===== src/rtl/bit_serial_alu_ctrl.sv =====
// bit_serial_alu_ctrl: LSB-first 1-bit ALU slice sequencer (in: in_valid/in_ready, op, a, b; out: out_valid/out_ready, result, cout, zero; ovf port when BSALU_OVERFLOW_EN is defined)
module bit_serial_alu_ctrl #(
  parameter int WIDTH = 8
) (
  input  logic             clk,
  input  logic             rst,
  input  logic             in_valid,
  output logic             in_ready,
  input  logic [3:0]       op,
  input  logic [WIDTH-1:0] a,
  input  logic [WIDTH-1:0] b,
  output logic             out_valid,
  input  logic             out_ready,
  output logic [WIDTH-1:0] result,
  output logic             cout,
`ifdef BSALU_OVERFLOW_EN
  output logic             ovf,
`endif
  output logic             zero
);
  localparam int CW = $clog2(WIDTH);
  localparam logic [3:0] OP_AND = 4'b0000, OP_OR = 4'b0001, OP_ADD = 4'b0010, OP_SUB = 4'b0110,
                         OP_XOR = 4'b0100, OP_SLT = 4'b0111, OP_NOR = 4'b1100;
  typedef enum logic [1:0] {IDLE, RUN, DONE} state_t;
  state_t state, state_nxt;
  logic [WIDTH-1:0] a_sr, b_sr, shifted, final_res;
  logic [3:0] op_r;
  logic [CW-1:0] cnt;
  logic carry, last, is_sub, is_arith, ai, bi, sum, co, bit_out;
  assign in_ready  = state == IDLE;
  assign out_valid = state == DONE;
  assign last      = state == RUN && cnt == CW'(WIDTH - 1);
  assign is_sub    = op_r == OP_SUB || op_r == OP_SLT;
  assign is_arith  = op_r == OP_ADD || op_r == OP_SUB;
  assign ai        = a_sr[0];
  assign bi        = b_sr[0] ^ is_sub;
  assign sum       = ai ^ bi ^ carry;
  assign co        = (ai & bi) | (carry & (ai ^ bi));
  always_comb begin
    bit_out = op_r == OP_AND ? ai & b_sr[0] :
              op_r == OP_OR  ? ai | b_sr[0] :
              op_r == OP_XOR ? ai ^ b_sr[0] :
              op_r == OP_NOR ? ~(ai | b_sr[0]) :
              (is_arith || op_r == OP_SLT) ? sum : 1'b0;
    shifted   = {bit_out, result[WIDTH-1:1]};
    // SLT: signed less-than is the sign of a-b corrected by its overflow
    final_res = op_r == OP_SLT ? {{(WIDTH-1){1'b0}}, sum ^ carry ^ co} : shifted;
    state_nxt = state == IDLE ? (in_valid ? RUN : IDLE) :
                state == RUN  ? (last ? DONE : RUN) :
                (out_ready ? IDLE : DONE);
  end
  always_ff @(posedge clk) begin
    if (rst) state <= IDLE;
    else     state <= state_nxt;
  end
  always_ff @(posedge clk) begin
    if (rst) begin
      a_sr   <= '0;
      b_sr   <= '0;
      op_r   <= '0;
      cnt    <= '0;
      carry  <= 1'b0;
      result <= '0;
      cout   <= 1'b0;
      zero   <= 1'b1;
`ifdef BSALU_OVERFLOW_EN
      ovf    <= 1'b0;
`endif
    end else if (state == IDLE && in_valid) begin
      a_sr  <= a;
      b_sr  <= b;
      op_r  <= op;
      cnt   <= '0;
      carry <= op == OP_SUB || op == OP_SLT;
    end else if (state == RUN) begin
      a_sr   <= a_sr >> 1;
      b_sr   <= b_sr >> 1;
      carry  <= co;
      cnt    <= last ? cnt : cnt + CW'(1);
      result <= last ? final_res : shifted;
      if (last) begin
        cout <= is_arith & co;
        zero <= final_res == '0;
`ifdef BSALU_OVERFLOW_EN
        ovf  <= is_arith & (carry ^ co);
`endif
      end
    end
  end
endmodule

===== config.mk =====
export PLATFORM = sky130hd
export DESIGN_NAME = bit_serial_alu_ctrl
export DESIGN_NICKNAME = d
export VERILOG_FILES = /design/src/rtl/bit_serial_alu_ctrl.sv
export SDC_FILE = /design/constraint.sdc
export NUM_CORES = 1
export LEC_CHECK = 0
export ABC_AREA = 1
export BUFFER_PORTS_ARGS = -buffer_cell sky130_fd_sc_hd__buf_2
export CORE_MARGIN = 3
export CORE_UTILIZATION = 50
export DETAILED_ROUTE_END_ITERATION = 8
export GPL_ROUTABILITY_DRIVEN = 1
export GPL_TIMING_DRIVEN = 0
export PLACE_DENSITY = 0.74
export SYNTH_ARGS = -nofsm -noshare
export SYNTH_HDL_FRONTEND = slang
export SYNTH_SLANG_ARGS = --single-unit

===== constraint.sdc =====
create_clock -name clk -period 2.6 [get_ports clk]
set_input_delay 0.26 -clock clk [delete_from_list [all_inputs] [get_ports clk]]
set_output_delay 0.26 -clock clk [all_outputs]
set_load 0.005 [all_outputs]

==> After elaboration in Yosys (flattened, before gate mapping) <==
Cells that the tools add are included.
{ "classes": {"n_addsub": 1, "eq_ne": 11, "n_mux": 18, "bitwise": 15, "reduce_logical": 14} }
{ "ops": {"columns": ["cell", "count"], "rows": [
  ["$mux W8", 6],
  ["$eq A4 B3 Y1 const B", 5],
  ["$logic_not A8 Y1", 1],
  ["$mux W1", 8],
  ["$mux W2", 4],
  ["$xor A1 B1 Y1", 6],
  ["$and A1 B1 Y1", 4],
  ["$eq A4 B1 Y1 const B", 1],
  ["$eq A4 B2 Y1 const B", 1],
  ["$eq A4 B4 Y1 const B", 1],
  ["$logic_not A4 Y1", 1],
  ["$logic_or A1 B1 Y1", 4],
  ["$reduce_and A2 Y1", 2],
  ["$add A3 B1 Y3 const B", 1],
  ["$eq A3 B3 Y1 const B", 1],
  ["$not A1 Y1", 3],
  ["$reduce_and A3 Y1", 1],
  ["$eq A2 B1 Y1 const B", 1],
  ["$eq A2 B2 Y1 const B", 1],
  ["$logic_and A1 B1 Y1", 2],
  ["$logic_not A2 Y1", 1],
  ["$or A1 B1 Y1", 2],
  ["$reduce_bool A2 Y1", 1],
  ["$reduce_or A2 Y1", 1]
]} }
{ "totals": {"reg_bits": 36, "in_bits": 24, "word_cells": 68} }

==> Longest topological paths before layout <==
{ "depth": {"ltp_word": 12, "ltp_mapped": 12} }

==> Worst setup path after synthesis <==
Ideal clock, no wire load.
{ "synth_timing": {"path_kind": "register to register", "from": "reg op_r[2]", "to": "reg zero", "setup_time_ps": 115, "t_arrival_ps": 1595, "required_time_ps": 2485, "path_slack_ps": 890, "stages_incl_launch_ff": 11, "n_path_buf": 1, "cell_sequence": "dfxtp_1 > buf_2 > nand3_1 > xor2_1 > fa_1 > o21ai_0 > nand2_1 > nand2_1 > nand3_1 > nand2_1 > nand2_1"} }
{ "synth_between": {"elab_chain_cells": 12, "word_cells_on_any_way": 25, "classes_between": "eq/ne: 6; mux: 6; bitwise: 8; reduce/logical: 5"} }
{ "synth_rtl": {"columns": ["element", "line", "source"], "rows": [
  ["start, declared", "27", "logic [3:0] op_r;"],
  ["start signal, assigned", "72", "op_r <= op;"],
  ["$eq A4 B3 Y1 (on tied branches)", null, null],
  ["$logic_or A1 B1 Y1", "33", "assign is_sub = op_r == OP_SUB || op_r == OP_SLT;"],
  ["$xor A1 B1 Y1", "36", "assign bi = b_sr[0] ^ is_sub;"],
  ["$xor A1 B1 Y1", "37, 38", null],
  ["$xor A1 B1 Y1", "37", "assign sum = ai ^ bi ^ carry;"],
  ["$mux W1", "44", "(is_arith || op_r == OP_SLT) ? sum : 1'b0;"],
  ["$mux W1", "43", "op_r == OP_NOR ? ~(ai | b_sr[0]) :"],
  ["$mux W1", "42", "op_r == OP_XOR ? ai ^ b_sr[0] :"],
  ["$mux W1", "41", "op_r == OP_OR ? ai | b_sr[0] :"],
  ["$mux W1", "40", "bit_out = op_r == OP_AND ? ai & b_sr[0] :"],
  ["$mux W8 (*)", "47", "final_res = op_r == OP_SLT ? {{(WIDTH-1){1'b0}}, sum ^ carry ^ co} : shifted;"],
  ["$logic_not A8 Y1 (*)", "83", "zero <= final_res == '0;"],
  ["end signal, assigned", "65", "zero <= 1'b1;"],
  ["end signal, assigned", "83", null],
  ["end, declared", "19", "output logic zero"]
]} }
Mark *: on every way between the ends. The rest lies on a longest branch, timed or not.
A chain may end at the register's enable or synchronous reset.

==> Worst setup path in the final report <==
{ "layout_timing": {"from": "reg op_r[2]", "to": "reg result[7]"} }
{ "layout_between": {"elab_chain_cells": 12, "word_cells_on_any_way": 20, "classes_between": "eq/ne: 6; mux: 7; bitwise: 3; reduce/logical: 4"} }
{ "layout_rtl": {"columns": ["element", "line", "source"], "rows": [
  ["$eq A4 B3 Y1 (on tied branches)", null, null],
  ["$logic_or A1 B1 Y1", "33", null],
  ["$xor A1 B1 Y1", "36", null],
  ["$xor A1 B1 Y1 (2 in a row)", "37", null],
  ["$mux W1", "44", null],
  ["$mux W1", "43", null],
  ["$mux W1", "42", null],
  ["$mux W1", "41", null],
  ["$mux W1", "40", null],
  ["$mux W8", "47", null],
  ["$mux W8 (*)", "80", "result <= last ? final_res : shifted;"],
  ["end signal, assigned", "80", null],
  ["end, declared", "14", "output logic [WIDTH-1:0] result,"]
]} }
Marks and branches as above.

==> results.sh <==
export IMPL_core_area_mm2=0.00342
export IMPL_p_int_mw=0.805
export IMPL_clock_sinks=36
export IMPL_cts_tree="done"
export IMPL_route_final_wire_length_um=3730
export IMPL_htree_levels=2
export IMPL_fin_crit_ns=1.86
export IMPL_skew_ns=0.00738
export IMPL_max_freq_mhz=538
export IMPL_placementRows=21
export IMPL_drtIter0Drc=78
export IMPL_min_from="rst"
export IMPL_drt_pass1_iterations=4
export IMPL_switchingPower_mw=0.340
export IMPL_startpoint_type="flop"
export IMPL_power_density_mw_per_mm2=546
export IMPL_vias=1607
export IMPL_post_cts_buffers=0
export IMPL_ys_warn_count=0
export IMPL_r2r_cells=9
export IMPL_ant_nets=0
export IMPL_pin_count=36
export IMPL_crit_fanout=8
export IMPL_clock_path_buffers=2
export IMPL_rrSetupSlack_ns=0.74
export IMPL_r2r_end="result[7]"
export IMPL_final_cell_mix="nand2_1 (65), buf_2 (38), dfxtp_1 (36)"
export IMPL_netlist_area_mm2=0.00181
export IMPL_antenna_found_initial=0
export IMPL_synth_flop_cell="dfxtp_1"
export IMPL_insertion_delay_ns=0.34
export IMPL_chipHeight_um=66.1
export IMPL_drc=0
export IMPL_status="finished clean"
export IMPL_path_cells="buf_2 -> nand3_1 -> xor2_1 -> fa_1 -> o21ai_0 -> nand2_1 -> nand2_1 -> nand3_1 -> a21oi_1"
export IMPL_cp_required_ns=2.88
export IMPL_min_path_type="input port to flop"
export IMPL_die_w_um=66.1
export IMPL_crit_start="op_r[2]"
export IMPL_worst_slew_pin_slew_ns=0.675
export IMPL_drive_gt1_share_pct=28.7
export IMPL_gp_congestion=0.855
export IMPL_io_buffers=35
export IMPL_synth_top_family_by_area="simple AND/OR/NAND/NOR gates"
export IMPL_wl_per_cell_um=11.6
export IMPL_hold_viol=0
export IMPL_synth_xor_area_share_pct=0.485
export IMPL_grt_setup_unrepaired="no"
export IMPL_syn_num_nets=262
export IMPL_final_max_slew_viol_count=0
export IMPL_ys_types=32
export IMPL_postSynthAreaPerCell_um2=7.78
export IMPL_seq_area_frac_synth_pct=39.9
export IMPL_grt_max_degree=12
export IMPL_switching_share_pct=29.7
export IMPL_final_nets=304
export IMPL_utilization_pct=61.5
export IMPL_grt_remaining_overflow=0
export IMPL_clkTransAtPathRegs_ns=0.11
export IMPL_grt_pass1_wl_um=6470
export IMPL_ys_async_sr_fraction_pct=0
export IMPL_setup_viol=0
export IMPL_final_common_cell="nand2_1"
export IMPL_numCtsBuffers=5
export IMPL_r2r_start="op_r[2]"
export IMPL_syn_to_final_growth_pct=16.3
export IMPL_ctsHoldBuffers=0
export IMPL_clockRootBuffer="clkbuf_4"
export IMPL_arrival_ns=2.14
export IMPL_dieArea_mm2=0.00437
export IMPL_start_util_pct=52.9
export IMPL_viasPerCell=5.01
export IMPL_end_kind="flop"
export IMPL_seqCellArea_um2=721
export IMPL_irDropWorstVdd_v=0.000424
export IMPL_syn_inst=232
export IMPL_critPathKind="flop to flop"
export IMPL_whs_ns=0.146
export IMPL_comb_power_share_pct=18.9
export IMPL_worstHoldPathCells=3
export IMPL_dp_hpwl_um=2740
export IMPL_fill_cells=331
export IMPL_fin_crit_sh_pct=71.5
export IMPL_diodes=0
export IMPL_clkPwrFrac_pct=27.5
export IMPL_synthAdderAreaFrac_pct=4.99
export IMPL_grt_use_total_pct=19.1
export IMPL_min_to="zero"
export IMPL_multi_input_area_um2=926
export IMPL_synth_edf_count=0
export IMPL_slew_headroom_pct=55.0
export IMPL_synthMuxAreaShare_pct=0
export IMPL_cts_resized=0
export IMPL_synth_seq_cells=36
export IMPL_cp_slowest_cell="fa_1"
export IMPL_drv_cap=0
export IMPL_setup_tns_ns=0
export IMPL_leakage_nw=0.900
export IMPL_synth_compound_area_share_pct=17.5
export IMPL_grt_pass1_vias=1525
export IMPL_power_frac_seq_pct=53.6
export IMPL_yosys_area_share_simple_pct=28.3
export IMPL_max_stage_delay_ns=0.46
[through the flow]
step | cells | worst slack (ns) | area [um2] | total power [mW]
CTS | 321 | 0.724 | 2100 | 1.16
floorplan | 232 | 0.890 | 1810 | 0.778
detailed placement | 313 | 0.750 | 2040 | 0.845
global placement | 313 | 0.768 | 2040 | 0.840
finish | 321 | 0.741 | 2100 | 1.15
global route | 321 | 0.547 | 2100 | 1.20
[cells in the mapped netlist (3+ instances only)]
master    instances  area [um2]
a31oi_2           8         100
o21ai_0          12        60.1
nor2_2            3        18.8
inv_1            21        78.8
nor3_1            4        20.0
a211oi_1          3        22.5
dfxtp_1          36         721
a31oi_1           6        37.5
nand2_1          65         244
nand3_1          10        50.1
buf_2             3        15.0
a21oi_1          12        60.1
nand2_2          10        62.6
ha_1              4        50.1
nor2_1           11        41.3
[power groups by stage]
stage | Clock [mW] | Sequential, mW | Combinational (mW)
after floorplan | 0 | 0.623 | 0.155
after global placement | 0 | 0.626 | 0.215
after detailed placement | 0 | 0.627 | 0.218
after CTS | 0.322 | 0.614 | 0.219
after global routing | 0.335 | 0.619 | 0.247
final | 0.315 | 0.615 | 0.216
[how the worst max path moves through the flow]
stage	depth (start not counted)	slack [ns]	to
floorplan	10	0.89	zero
global placement	10	0.77	zero
detailed placement	10	0.75	zero
CTS	10	0.72	zero
global route	11	0.55	result[7]
finish	9	0.74	result[7]
[cell families after synthesis]
family | Yosys count
DFF | 36
AOI/OAI and AO/OA | 46
adders and majority gates | 6
xor gates and xnor gates | 1
and+or+nand+nor | 110
buffers and inverters | 33
[sequential cells by signal, indices dropped and copies added, names as in the netlist, 2 cells and up]
register and cells:
a_sr 8, b_sr 8, cnt 3, op_r 4
result 8, state 2
[final cells by class]
class                           count  area share (%)
Buffer                              8            2.74
Clock buffer                        6            2.44
Clock inverter                      2           0.477
Inverter                           25            4.83
Multi-Input combinational cell    163            44.1
Sequential cell                    36            34.3
Tap cell                           46            2.74
Timing Repair Buffer               35            8.34
[layer usage]
metal  vias to the layer above  track usage [%]  share of wire [%]
met3                         9             4.93                5.0
met4                         0             7.61                1.7
met1                       720             24.3                 49
met5                         -                0                  0
met2                        41             30.6                 45
li1                        837                -                  -
[worst max-delay path, delay by kind of cell (launching register included)]
| family | cells | cell delay, ns |
|---|---|---|
| adder cells (fa/ha/maj) | 1 | 0.46 |
| AND/OR/NAND/NOR | 4 | 0.35 |
| XOR/XNOR | 1 | 0.21 |
| AO/OA/AOI/OAI | 2 | 0.29 |
| buffers and inverters | 1 | 0.16 |
| flip-flops | 1 | 0.32 |
No activity file was read; power rests on OpenSTA's default activity.
